File: config.mk
export PLATFORM = sky130hd
export DESIGN_NAME = reg_scoreboard_flat
export DESIGN_NICKNAME = d
export VERILOG_FILES = /design/src/rtl/reg_scoreboard_pkg.sv /design/src/rtl/reg_scoreboard_if.sv /design/src/rtl/reg_scoreboard_counter.sv /design/src/rtl/reg_scoreboard.sv /design/src/flat_wrapper.sv
export SDC_FILE = /design/constraint.sdc
export NUM_CORES = 1
export LEC_CHECK = 0
export BUFFER_PORTS_ARGS = -buffer_cell sky130_fd_sc_hd__buf_4
export CORE_ASPECT_RATIO = 0.8
export CORE_MARGIN = 2
export CORE_UTILIZATION = 45
export CTS_BUF_LIST = sky130_fd_sc_hd__clkbuf_8
export CTS_CLUSTER_DIAMETER = 60
export DETAILED_ROUTE_END_ITERATION = 6
export HOLD_SLACK_MARGIN = 0.03
export PLACE_DENSITY_LB_ADDON = 0.2
export SLEW_MARGIN = 5
export SYNTH_ARGS = -nofsm -noshare
export SYNTH_HDL_FRONTEND = slang
export SYNTH_SLANG_ARGS = --single-unit
File: constraint.sdc
create_clock -name clk -period 3.2 [get_ports clk]
set_input_delay 0.48 -clock clk [delete_from_list [all_inputs] [get_ports clk]]
set_output_delay 0.48 -clock clk [all_outputs]
set_load 0.02 [all_outputs]
File: src/rtl/reg_scoreboard_pkg.sv
// Shared pipeline definitions used by the register scoreboard.
// Includes the WB commit bus layout (pc, rf_we, dest, result) and the register/counter sizing.
package reg_scoreboard_pkg;

   localparam int REG_W = 5;
   localparam int NREG  = 32;
   localparam int CNT_W = 2;

   localparam int WB_PC_LSB     = 37;
   localparam int WB_DEST_LSB   = 32;
   localparam int WB_RESULT_LSB = 0;

   typedef logic [REG_W-1:0] reg_idx_t;

   // Field order reproduces the commit bus: rf_we at the top, then pc [68:37], dest [36:32], result [31:0].
   typedef struct packed {
      logic           rf_we;
      logic [31:0]    pc;
      reg_idx_t       dest;
      logic [31:0]    result;
   } wb_commit_t;

endpackage

File: src/rtl/reg_scoreboard_if.sv
// Issue/commit/flush handshake and status bundle between decode, WB and the scoreboard.
interface reg_scoreboard_if;
   import reg_scoreboard_pkg::*;

   logic            issue_valid;
   reg_idx_t        issue_src1;
   logic            issue_src1_used;
   reg_idx_t        issue_src2;
   logic            issue_src2_used;
   logic            issue_rf_we;
   reg_idx_t        issue_dest;
   logic            id_stall;
   logic            issue_fire;
   logic            wb_commit_valid;
   logic            wb_commit_we;
   reg_idx_t        wb_commit_dest;
   logic            flush;
   logic [NREG-1:0] busy_mask;
   logic [3:0]      inflight;
   logic            sb_empty;
   logic            err_underflow;

   modport master (
      output issue_valid, issue_src1, issue_src1_used, issue_src2, issue_src2_used,
             issue_rf_we, issue_dest, wb_commit_valid, wb_commit_we, wb_commit_dest, flush,
      input  id_stall, issue_fire, busy_mask, inflight, sb_empty, err_underflow
   );

   modport slave (
      input  issue_valid, issue_src1, issue_src1_used, issue_src2, issue_src2_used,
             issue_rf_we, issue_dest, wb_commit_valid, wb_commit_we, wb_commit_dest, flush,
      output id_stall, issue_fire, busy_mask, inflight, sb_empty, err_underflow
   );

endinterface

File: src/rtl/reg_scoreboard_counter.sv
// Per-register pending-write counter: up on issue, down on commit, cleared on flush.
module sb_counter #(
   parameter int W = 2
) (
   input  logic         clk,
   input  logic         reset,
   input  logic         clr,
   input  logic         inc,
   input  logic         dec,
   output logic [W-1:0] cnt,
   output logic         underflow
);

   logic dec_ok;

   // A commit against an empty counter is dropped; the issue side can still count up.
   assign underflow = dec && (cnt == '0);
   assign dec_ok    = dec && (cnt != '0);

   always_ff @(posedge clk) begin
      if (reset || clr)
         cnt <= '0;
      else if (inc && !dec_ok)
         cnt <= cnt + 1'b1;
      else if (dec_ok && !inc)
         cnt <= cnt - 1'b1;
   end

endmodule

File: src/rtl/reg_scoreboard.sv
// Register scoreboard and issue interlock: counts in-flight writes per register and
// stalls ID on RAW hazards or when a destination counter is full.
module reg_scoreboard #(
   parameter int CNT_W = reg_scoreboard_pkg::CNT_W,
   parameter int NREG  = reg_scoreboard_pkg::NREG
) (
   input  logic             clk,
   input  logic             reset,
   reg_scoreboard_if.slave  sb
);
   import reg_scoreboard_pkg::REG_W;

   localparam logic [CNT_W-1:0] CNT_MAX      = '1;
   localparam logic [3:0]       INFLIGHT_MAX = 4'd15;

   logic [CNT_W-1:0] cnt [NREG];
   logic [NREG-1:0]  ufl;
   logic [NREG-1:0]  busy;
   logic [3:0]       inflight_q;
   logic             err_q;
   logic             raw1, raw2, waw_full, stall;
   logic             inc, dec, dec_ok, any_ufl;

   // r0 is hardwired: never busy, never counts.
   assign cnt[0] = '0;
   assign ufl[0] = 1'b0;

   assign raw1     = sb.issue_src1_used && (sb.issue_src1 != '0) && (cnt[sb.issue_src1] != '0);
   assign raw2     = sb.issue_src2_used && (sb.issue_src2 != '0) && (cnt[sb.issue_src2] != '0);
   assign waw_full = sb.issue_rf_we && (sb.issue_dest != '0) && (cnt[sb.issue_dest] == CNT_MAX);
   assign stall    = sb.issue_valid && (raw1 || raw2 || waw_full);

   assign sb.id_stall   = stall;
   assign sb.issue_fire = sb.issue_valid && !stall;

   assign inc     = sb.issue_valid && !stall && sb.issue_rf_we && (sb.issue_dest != '0);
   assign dec     = sb.wb_commit_valid && sb.wb_commit_we && (sb.wb_commit_dest != '0);
   assign any_ufl = |ufl;
   assign dec_ok  = dec && !any_ufl;

   for (genvar i = 1; i < NREG; i++) begin : g_cnt
      sb_counter #(.W(CNT_W)) u_cnt (
         .clk       (clk),
         .reset     (reset),
         .clr       (sb.flush),
         .inc       (inc && (sb.issue_dest == REG_W'(i))),
         .dec       (dec && (sb.wb_commit_dest == REG_W'(i))),
         .cnt       (cnt[i]),
         .underflow (ufl[i])
      );
   end

   always_comb begin
      busy = '0;
      for (int i = 0; i < NREG; i++)
         busy[i] = (cnt[i] != '0);
   end

   // Flush discards same-cycle issue/commit but keeps the sticky error.
   always_ff @(posedge clk) begin
      if (reset) begin
         inflight_q <= '0;
         err_q      <= 1'b0;
      end else if (sb.flush) begin
         inflight_q <= '0;
      end else begin
         if (inc && !dec_ok && (inflight_q != INFLIGHT_MAX))
            inflight_q <= inflight_q + 4'd1;
         else if (dec_ok && !inc && (inflight_q != 4'd0))
            inflight_q <= inflight_q - 4'd1;
         if (any_ufl)
            err_q <= 1'b1;
      end
   end

   assign sb.busy_mask     = busy;
   assign sb.inflight      = inflight_q;
   assign sb.sb_empty      = (inflight_q == 4'd0);
   assign sb.err_underflow = err_q;

endmodule

File: src/flat_wrapper.sv
// flat-port wrapper written by rule: the top's interface ports become plain ports
module reg_scoreboard_flat import reg_scoreboard_pkg::REG_W;
#(
   parameter int CNT_W = reg_scoreboard_pkg::CNT_W,
   parameter int NREG  = reg_scoreboard_pkg::NREG
)
  (clk, reset, sb_issue_valid, sb_issue_src1, sb_issue_src1_used, sb_issue_src2, sb_issue_src2_used, sb_issue_rf_we, sb_issue_dest, sb_wb_commit_valid, sb_wb_commit_we, sb_wb_commit_dest, sb_flush, sb_id_stall, sb_issue_fire, sb_busy_mask, sb_inflight, sb_sb_empty, sb_err_underflow);
  reg_scoreboard_if sb_i ();
  input  logic clk;
  input  logic reset;
  input wire logic [$bits(sb_i.issue_valid)-1:0] sb_issue_valid;
  input wire logic [$bits(sb_i.issue_src1)-1:0] sb_issue_src1;
  input wire logic [$bits(sb_i.issue_src1_used)-1:0] sb_issue_src1_used;
  input wire logic [$bits(sb_i.issue_src2)-1:0] sb_issue_src2;
  input wire logic [$bits(sb_i.issue_src2_used)-1:0] sb_issue_src2_used;
  input wire logic [$bits(sb_i.issue_rf_we)-1:0] sb_issue_rf_we;
  input wire logic [$bits(sb_i.issue_dest)-1:0] sb_issue_dest;
  input wire logic [$bits(sb_i.wb_commit_valid)-1:0] sb_wb_commit_valid;
  input wire logic [$bits(sb_i.wb_commit_we)-1:0] sb_wb_commit_we;
  input wire logic [$bits(sb_i.wb_commit_dest)-1:0] sb_wb_commit_dest;
  input wire logic [$bits(sb_i.flush)-1:0] sb_flush;
  output wire logic [$bits(sb_i.id_stall)-1:0] sb_id_stall;
  output wire logic [$bits(sb_i.issue_fire)-1:0] sb_issue_fire;
  output wire logic [$bits(sb_i.busy_mask)-1:0] sb_busy_mask;
  output wire logic [$bits(sb_i.inflight)-1:0] sb_inflight;
  output wire logic [$bits(sb_i.sb_empty)-1:0] sb_sb_empty;
  output wire logic [$bits(sb_i.err_underflow)-1:0] sb_err_underflow;
  assign sb_i.issue_valid = sb_issue_valid;
  assign sb_i.issue_src1 = sb_issue_src1;
  assign sb_i.issue_src1_used = sb_issue_src1_used;
  assign sb_i.issue_src2 = sb_issue_src2;
  assign sb_i.issue_src2_used = sb_issue_src2_used;
  assign sb_i.issue_rf_we = sb_issue_rf_we;
  assign sb_i.issue_dest = sb_issue_dest;
  assign sb_i.wb_commit_valid = sb_wb_commit_valid;
  assign sb_i.wb_commit_we = sb_wb_commit_we;
  assign sb_i.wb_commit_dest = sb_wb_commit_dest;
  assign sb_i.flush = sb_flush;
  assign sb_id_stall = sb_i.id_stall;
  assign sb_issue_fire = sb_i.issue_fire;
  assign sb_busy_mask = sb_i.busy_mask;
  assign sb_inflight = sb_i.inflight;
  assign sb_sb_empty = sb_i.sb_empty;
  assign sb_err_underflow = sb_i.err_underflow;
  reg_scoreboard #(.CNT_W(CNT_W), .NREG(NREG)) u_core (.clk(clk), .reset(reset), .sb(sb_i));
endmodule
==> results.md, run 1 <==
* Synth Net Count at just over 700
* Clock transition at path regs at 0.08 ns
* Worst Path Buf+Inv at 1
* Vias/cell at 5.96
* ANT nets after route at 0
* Largest cells by area after synthesis: dfxtp_1 (25%), mux4_2 (11%), xor2_1 (10%)
* Critical Path Sink Type: register
* Async SR Flop Fraction at 0%
* Max Used Layer: met4
* Peak supply drop at 0.000239 V
* Total negative setup slack at -2.59 ns
* Pwr Total at a little over 2 mW
* CTS Buf Count at 9
* Total wire length at 21700 um
* Leak at between 3 and 4 nW
* Final core occ at just over 70%
* FF-to-FF Start: u_core.g_cnt[18].u_cnt.cnt[1]
* Area delta synth->final at 56.0%
* F_max at 298 MHz
* RSZ-0062 raised after global routing: yes
* Clock latency on the worst-skew pair at 0.38 ns
* Die Wd at between 100 and 150 um
* GR Overflow Total at 0
* Core area at 0.0116 mm2
* Post-route cell area at 0.00838 mm2
* Post-place setup slack at -0.551 ns
* Yosys warning total at 0
* Most common flop cell mapped by yosys: dfxtp_1
* Crit-path slowest cell: mux4_2
* Share of cells above drive strength 1 at 47.4%
* Drt wl/cell at roughly 21 um
* Drt first pass iters at 5
* Gpl congestion at 1.13
* Critical hold path startpoint: reset
* CP peak stage delay at 0.51 ns
* Top cell type's share of synthesized area at 25.0%
* Fin crit period at 3.36 ns
* Num ports at 69
* Clock Sinks at 67
* Status: complete, but fails checks
* Vias in the first global route at 6139
* Total number of vias at roughly 6100
* Largest delay share family, worst path: simple AND/OR/NAND/NOR gates
* Slew Viols, Final at 0
* Yosys cell types at 57
* DRC at 0
* Post-DP Area at around 0.0073 mm2
* Routed met2 length at 9920 um
* Routed wl met3 at 2290 um
* Yosys top cell by area: dfxtp_1
* CTS Buffer Depth at 2
* First-pass GRT wire length at 31400 um
* Final nets at 940
* CP dominant cell by count: mux4_2
* # port buffers at 67
* First DRT Iteration DRCs at around 550
* Mapped Area at 0.00537 mm2
* Initial Utilization at a little under half
* HPWL after DPL at ~16000 um
* Max_slew headroom at 48.5%
* Failing checks: negative setup slack
* Critical path launch point type: register
* Max FO, Critical Path at 5
* Worst Tran Pin Value at roughly 0.77 ns
* Final Cycle Share at 105%
* Mapped Cells at around 650
* Worst path required time at 3.50 ns
* Ant. Diodes at 0
* GRT Overall Usage at 32.2%
* Met1 WL at ~9000 um
* Commonest cells after routing, fill and taps aside: buf_4 (227), nor2_1 (64), xor2_1 (61)
* Avg Cell Area, Syn at between 8 and 9 um2
* Hold Violations, Final at 0
* CTS H-tree lvls at 3
* Max Cap Violations at 0
* CP Cell Sequence: nor2_1 > mux4_2 > mux4_2 > o2bb2ai_4 > nor4_4 > nand3b_1 > or3_4 > buf_8 > nor2_4 > ha_4 > xor2_1 > or3_1 > a21oi_1
* Clock root buffer: clkbuf_8
* EDFF count, synth at 0
* Post-layout worst setup margin at -0.159 ns
* Fillers at 846
* Seq cells post-synth at 67
* CP Launch Point: u_core.g_cnt[18].u_cnt.cnt[1]
* Register area share after synthesis at approximately a quarter
* Clock Skews at 0.0118 ns
* Hold Path Class: input pin to register
* Commonest non-fill, non-tap cell in the layout: buf_4
* Row Count at 35
* Endpoints failing setup at 35
* Kind of critical path: register to register
* Die ar. at 0.0128 mm2
* Initial antenna violation count at 0
* CTS tree: built
* Largest net degree at the start of global routing at 33
* Pwr dens at 242 mW/mm2
* Crit path DAT at between 3 and 4 ns
* Die height at about 100 um
-- area by class of cell --
| type | count | area (um2) | area share (%) |
|---|---|---|---|
| Timing Repair Buffer | 253 | 2010 | 24.0 |
| Clock inverter | 7 | 85.1 | 1.02 |
| Tap cell | 148 | 185 | 2.21 |
| Inverter | 35 | 131 | 1.57 |
| Multi-Input combinational cell | 511 | 4470 | 53.4 |
| Clock buffer | 9 | 124 | 1.48 |
| Sequential cell | 67 | 1370 | 16.3 |
-- cell usage after synthesis, types with 8 or more instances --
master / instances
nor2_1: 98
dfxtp_1: 67
xor2_1: 63
o21ai_0: 41
or3_1: 40
a21oi_1: 37
nand3_1: 37
inv_1: 35
ha_1: 33
clkbuf_1: 27
mux4_2: 26
nand2_1: 18
nor3_1: 14
mux2i_1: 12
or2_2: 8
-- logic make-up (layout without fill, tap and decap cells) --
kind of cell	after synthesis	in the layout	synth area share, %
other cells	1	1	0.0698
compound gates	116	116	13.7
buf+inv	68	304	5.06
flops	67	67	25.0
mux	41	41	13.8
simple gates	256	256	24.1
fa+ha+maj	34	34	8.06
xor+xnor	63	63	10.3
-- where the power goes --
part	switching [mW]	internal (mW)
sequential	0.00666	0.838
clock	0.365	0.431
combinational	0.215	0.170
-- worst paths after layout --
check | slack (ns) | endpoint | cells past startpoint
max | -0.16 | u_core.g_cnt[27].u_cnt.cnt[1] | 13
max reg2reg | -0.16 | u_core.g_cnt[27].u_cnt.cnt[1] | 13
min reg2reg | 0.48 | u_core.sb.err_underflow | 2
min | 0.29 | u_core.sb.err_underflow | 2
-- state kept, by name, summed over array words and instances (netlist names) --
signal                   flops
u_core.sb.err_underflow      1
u_core.g_cnt.u_cnt.cnt      62
u_core.sb.inflight           4
-- worst reg2reg max path: cells and delay by family, from the launching register on --
family          cells  cell delay [ns]
compound gates      2             0.30
xor+xnor            1             0.16
fa+ha+maj           1             0.18
buf+inv             1             0.16
flops               1             0.44
mux                 2             1.00
simple gates        6             1.05
-- through the flow --
step	std cells	hold slack, ns
after detailed placement	1013	0.460
after CTS	1031	0.287
after floorplan	646	0.463
after global routing	1030	0.281
after global placement	1013	0.453
final	1030	0.291
-- metal layers --
layer	up-vias	track usage [%]
met1	2964	40.8
met2	322	51.0
met3	71	10.4
li1	2779	-
met5	-	0
met4	0	13.6
-- timing repair --
action / CTS / global route
pin swaps: 60 / 46
endpoints found under the setup margin: 62 / 67
gates resized for setup: 78 / 100
setup buffers: 4 / 1
hold buffers: 0 / 0
Power figures use the tool's default switching activity.
==> run 2: changes to the inputs <==
--- a/config.mk
+++ b/config.mk
@@ -9,7 +9,6 @@
 export CORE_ASPECT_RATIO = 0.8
 export CORE_MARGIN = 2
 export CORE_UTILIZATION = 45
-export CTS_BUF_LIST = sky130_fd_sc_hd__clkbuf_8
 export CTS_CLUSTER_DIAMETER = 60
 export DETAILED_ROUTE_END_ITERATION = 6
 export HOLD_SLACK_MARGIN = 0.03
==> run 2 against run 1 <==
Against the previous run: the flow still finishes with violations (negative setup slack); sequential power about the same; sequential cell count unchanged; sequential share of layout area decreased by 0.60 points; largest power group is now the clock network; combinational power increased by 1%; maximum frequency decreased by 0.68%; die area unchanged; final cell count increased by 0.19%; clock power increased by 35%; global-route usage increased by 1.2 points; setup slack got worse by 0.023 ns.
==> results.md, run 2 (same netlist as run 1, synthesis figures left out) <==
* Status: complete, but fails checks
* Failing checks: negative setup slack
* Crit path DAT at 3.66 ns (about the same)
* Final Cycle Share at 106% (+0.72 points)
* Clock latency on the worst-skew pair at 0.35 ns (-0.03 ns)
* Initial antenna violation count at 0 (unchanged)
* Max_slew headroom at 49.2% (+0.64 points)
* Die Wd at 126 um (unchanged)
* Row Count at 35 (unchanged)
* Max Cap Violations at 0 (unchanged)
* F_max at 296 MHz (-0.68%)
* Vias in the first global route at 6240 (+1.6%)
* Pwr dens at 267 mW/mm2 (+11%)
* Largest delay share family, worst path: simple AND/OR/NAND/NOR gates
* Share of cells above drive strength 1 at 48.2% (+0.80 points)
* Met1 WL at 8740 um (about the same)
* Post-layout worst setup margin at -0.182 ns (-0.0230 ns)
* Fin crit period at 3.38 ns (+0.0230 ns)
* Max FO, Critical Path at 5 (unchanged)
* Slew Viols, Final at 0 (unchanged)
* Worst Tran Pin Value at 0.762 ns (-0.00962 ns)
* Crit-path slowest cell: or3_4
* Commonest cells after routing, fill and taps aside: buf_4 (218), nor2_1 (63), xor2_1 (58)
* Gpl congestion at 1.13 (unchanged)
* Drt wl/cell at 21.2 um (+0.91%)
* Critical path launch point type: register
* Clock Sinks at 67 (unchanged)
* Critical Path Sink Type: register
* Commonest non-fill, non-tap cell in the layout: buf_4
* Vias/cell at 6.08 (+2.1%)
* Die ar. at 0.0128 mm2 (unchanged)
* Initial Utilization at 46.4% (unchanged)
* Hold Violations, Final at 0 (unchanged)
* CTS tree: built
* Area delta synth->final at 60.7%
* Clock root buffer: clkbuf_16
* Core area at 0.0116 mm2 (unchanged)
* CTS Buffer Depth at 2 (unchanged)
* Final core occ at 74.6% (+2.1 points)
* Routed wl met3 at 2420 um (+5.6%)
* Kind of critical path: register to register
* DRC at 0 (unchanged)
* # port buffers at 67 (unchanged)
* CP Cell Sequence: nor2_1 > inv_1 > mux4_2 > mux2i_2 > a311o_1 > a21oi_2 > nand3b_1 > or3_4 > buf_8 > nor2_4 > ha_4 > or3_4 > a21oi_2
* CP peak stage delay at 0.49 ns (-0.02 ns)
* Drt first pass iters at 6 (+1)
* Total wire length at 21900 um (+1.1%)
* Largest register FFs at 62 (unchanged)
* Die height at 102 um (unchanged)
* Clock Skews at 0.00769 ns (-0.00415 ns)
* CTS H-tree lvls at 3 (unchanged)
* Max Used Layer: met4
* First-pass GRT wire length at 32700 um (+4.3%)
* Largest net degree at the start of global routing at 33 (unchanged)
* Leak at 3.74 nW (+2.3%)
* Reg with most FFs: u_core.g_cnt.u_cnt.cnt
* HPWL after DPL at 16200 um (unchanged)
* GRT Overall Usage at 33.3% (+1.2 points)
* Num ports at 69 (unchanged)
* GR Overflow Total at 0 (unchanged)
* Final nets at 942 (+0.21%)
* Clock transition at path regs at 0.06 ns (-0.02 ns)
* Worst Path Buf+Inv at 2 (+1)
* Endpoints failing setup at 43 (+23%)
* Total number of vias at 6274 (+2.2%)
* Ant. Diodes at 0 (unchanged)
* RSZ-0062 raised after global routing: yes
* Routed met2 length at 10300 um (+3.7%)
* Fillers at 795 (-6.0%)
* First DRT Iteration DRCs at 712 (+29%)
* Worst path required time at 3.47 ns (-0.03 ns)
* ANT nets after route at 0 (unchanged)
* Peak supply drop at 0.000274 V (+15%)
* Hold Path Class: input pin to register
* Fin cells at 1032 (+0.19%)
* Total negative setup slack at -3.75 ns (-1.17 ns)
* CTS Buf Count at 9 (unchanged)
* Placed insts at 1013 (unchanged)
==> run 2: repair_timing <==
action	in CTS	in global routing
resized for setup	110	86
cloned	0	0
buffers inserted	5	2
hold buffers	0	0
pin swaps	87	48
setup endpoints to repair	60	67
==> run 2: routing by layer <==
| layer | global-route usage [%] | vias up |
|---|---|---|
| li1 | - | 2787 |
| met1 | 43.0 | 3048 |
| met2 | 54.8 | 388 |
| met3 | 9.14 | 51 |
| met4 | 10.8 | 0 |
| met5 | 0 | - |
==> run 2: final timing paths <==
kind | start | endpoint | slack [ns] | cells past startpoint
max | u_core.g_cnt[13].u_cnt.cnt[1] | u_core.g_cnt[24].u_cnt.cnt[1] | -0.18 | 13
min | reset | u_core.sb.err_underflow | 0.33 | 2
max reg2reg | u_core.g_cnt[13].u_cnt.cnt[1] | u_core.g_cnt[24].u_cnt.cnt[1] | -0.18 | 13
min reg2reg | u_core.sb.err_underflow | u_core.sb.err_underflow | 0.47 | 2
==> run 2: report_power, final <==
group          leakage [nW]  switching (mW)  internal, mW
clock                 0.150           0.390         0.680
combinational          3.04           0.217         0.172
sequential            0.546         0.00679         0.839
==> run 2: area by class of cell <==
type	instances	area, um2	share of cell area (%)
inverters	35	131	1.52
flip-flops and latches	67	1360	15.7
repair buffers	255	2080	24.1
multi-input cells	511	4570	52.9
clock buffers	11	233	2.70
well taps	148	185	2.15
clock inverters	5	77.6	0.899
==> run 2: worst reg2reg max path, stage by stage (launching register included) <==
cell and delay, ns:
dfxtp_1 0.31, nor2_1 0.19, inv_1 0.09, mux4_2 0.47, mux2i_2 0.21, a311o_1 0.22, a21oi_2 0.04, nand3b_1 0.29
or3_4 0.49, buf_8 0.18, nor2_4 0.10, ha_4 0.22, or3_4 0.38, a21oi_2 0.11
==> run 2: per-stage QoR <==
stage	instance area [um2]	setup slack, ns	total power, mW	hold slack, ns
finish	8630	-0.182	2.30	0.325
detailed placement	7330	-0.551	1.20	0.460
floorplan	5440	-0.0364	1.03	0.463
CTS	8250	-0.174	2.29	0.318
global route	8630	-0.292	2.37	0.319
global placement	7330	-0.371	1.20	0.453
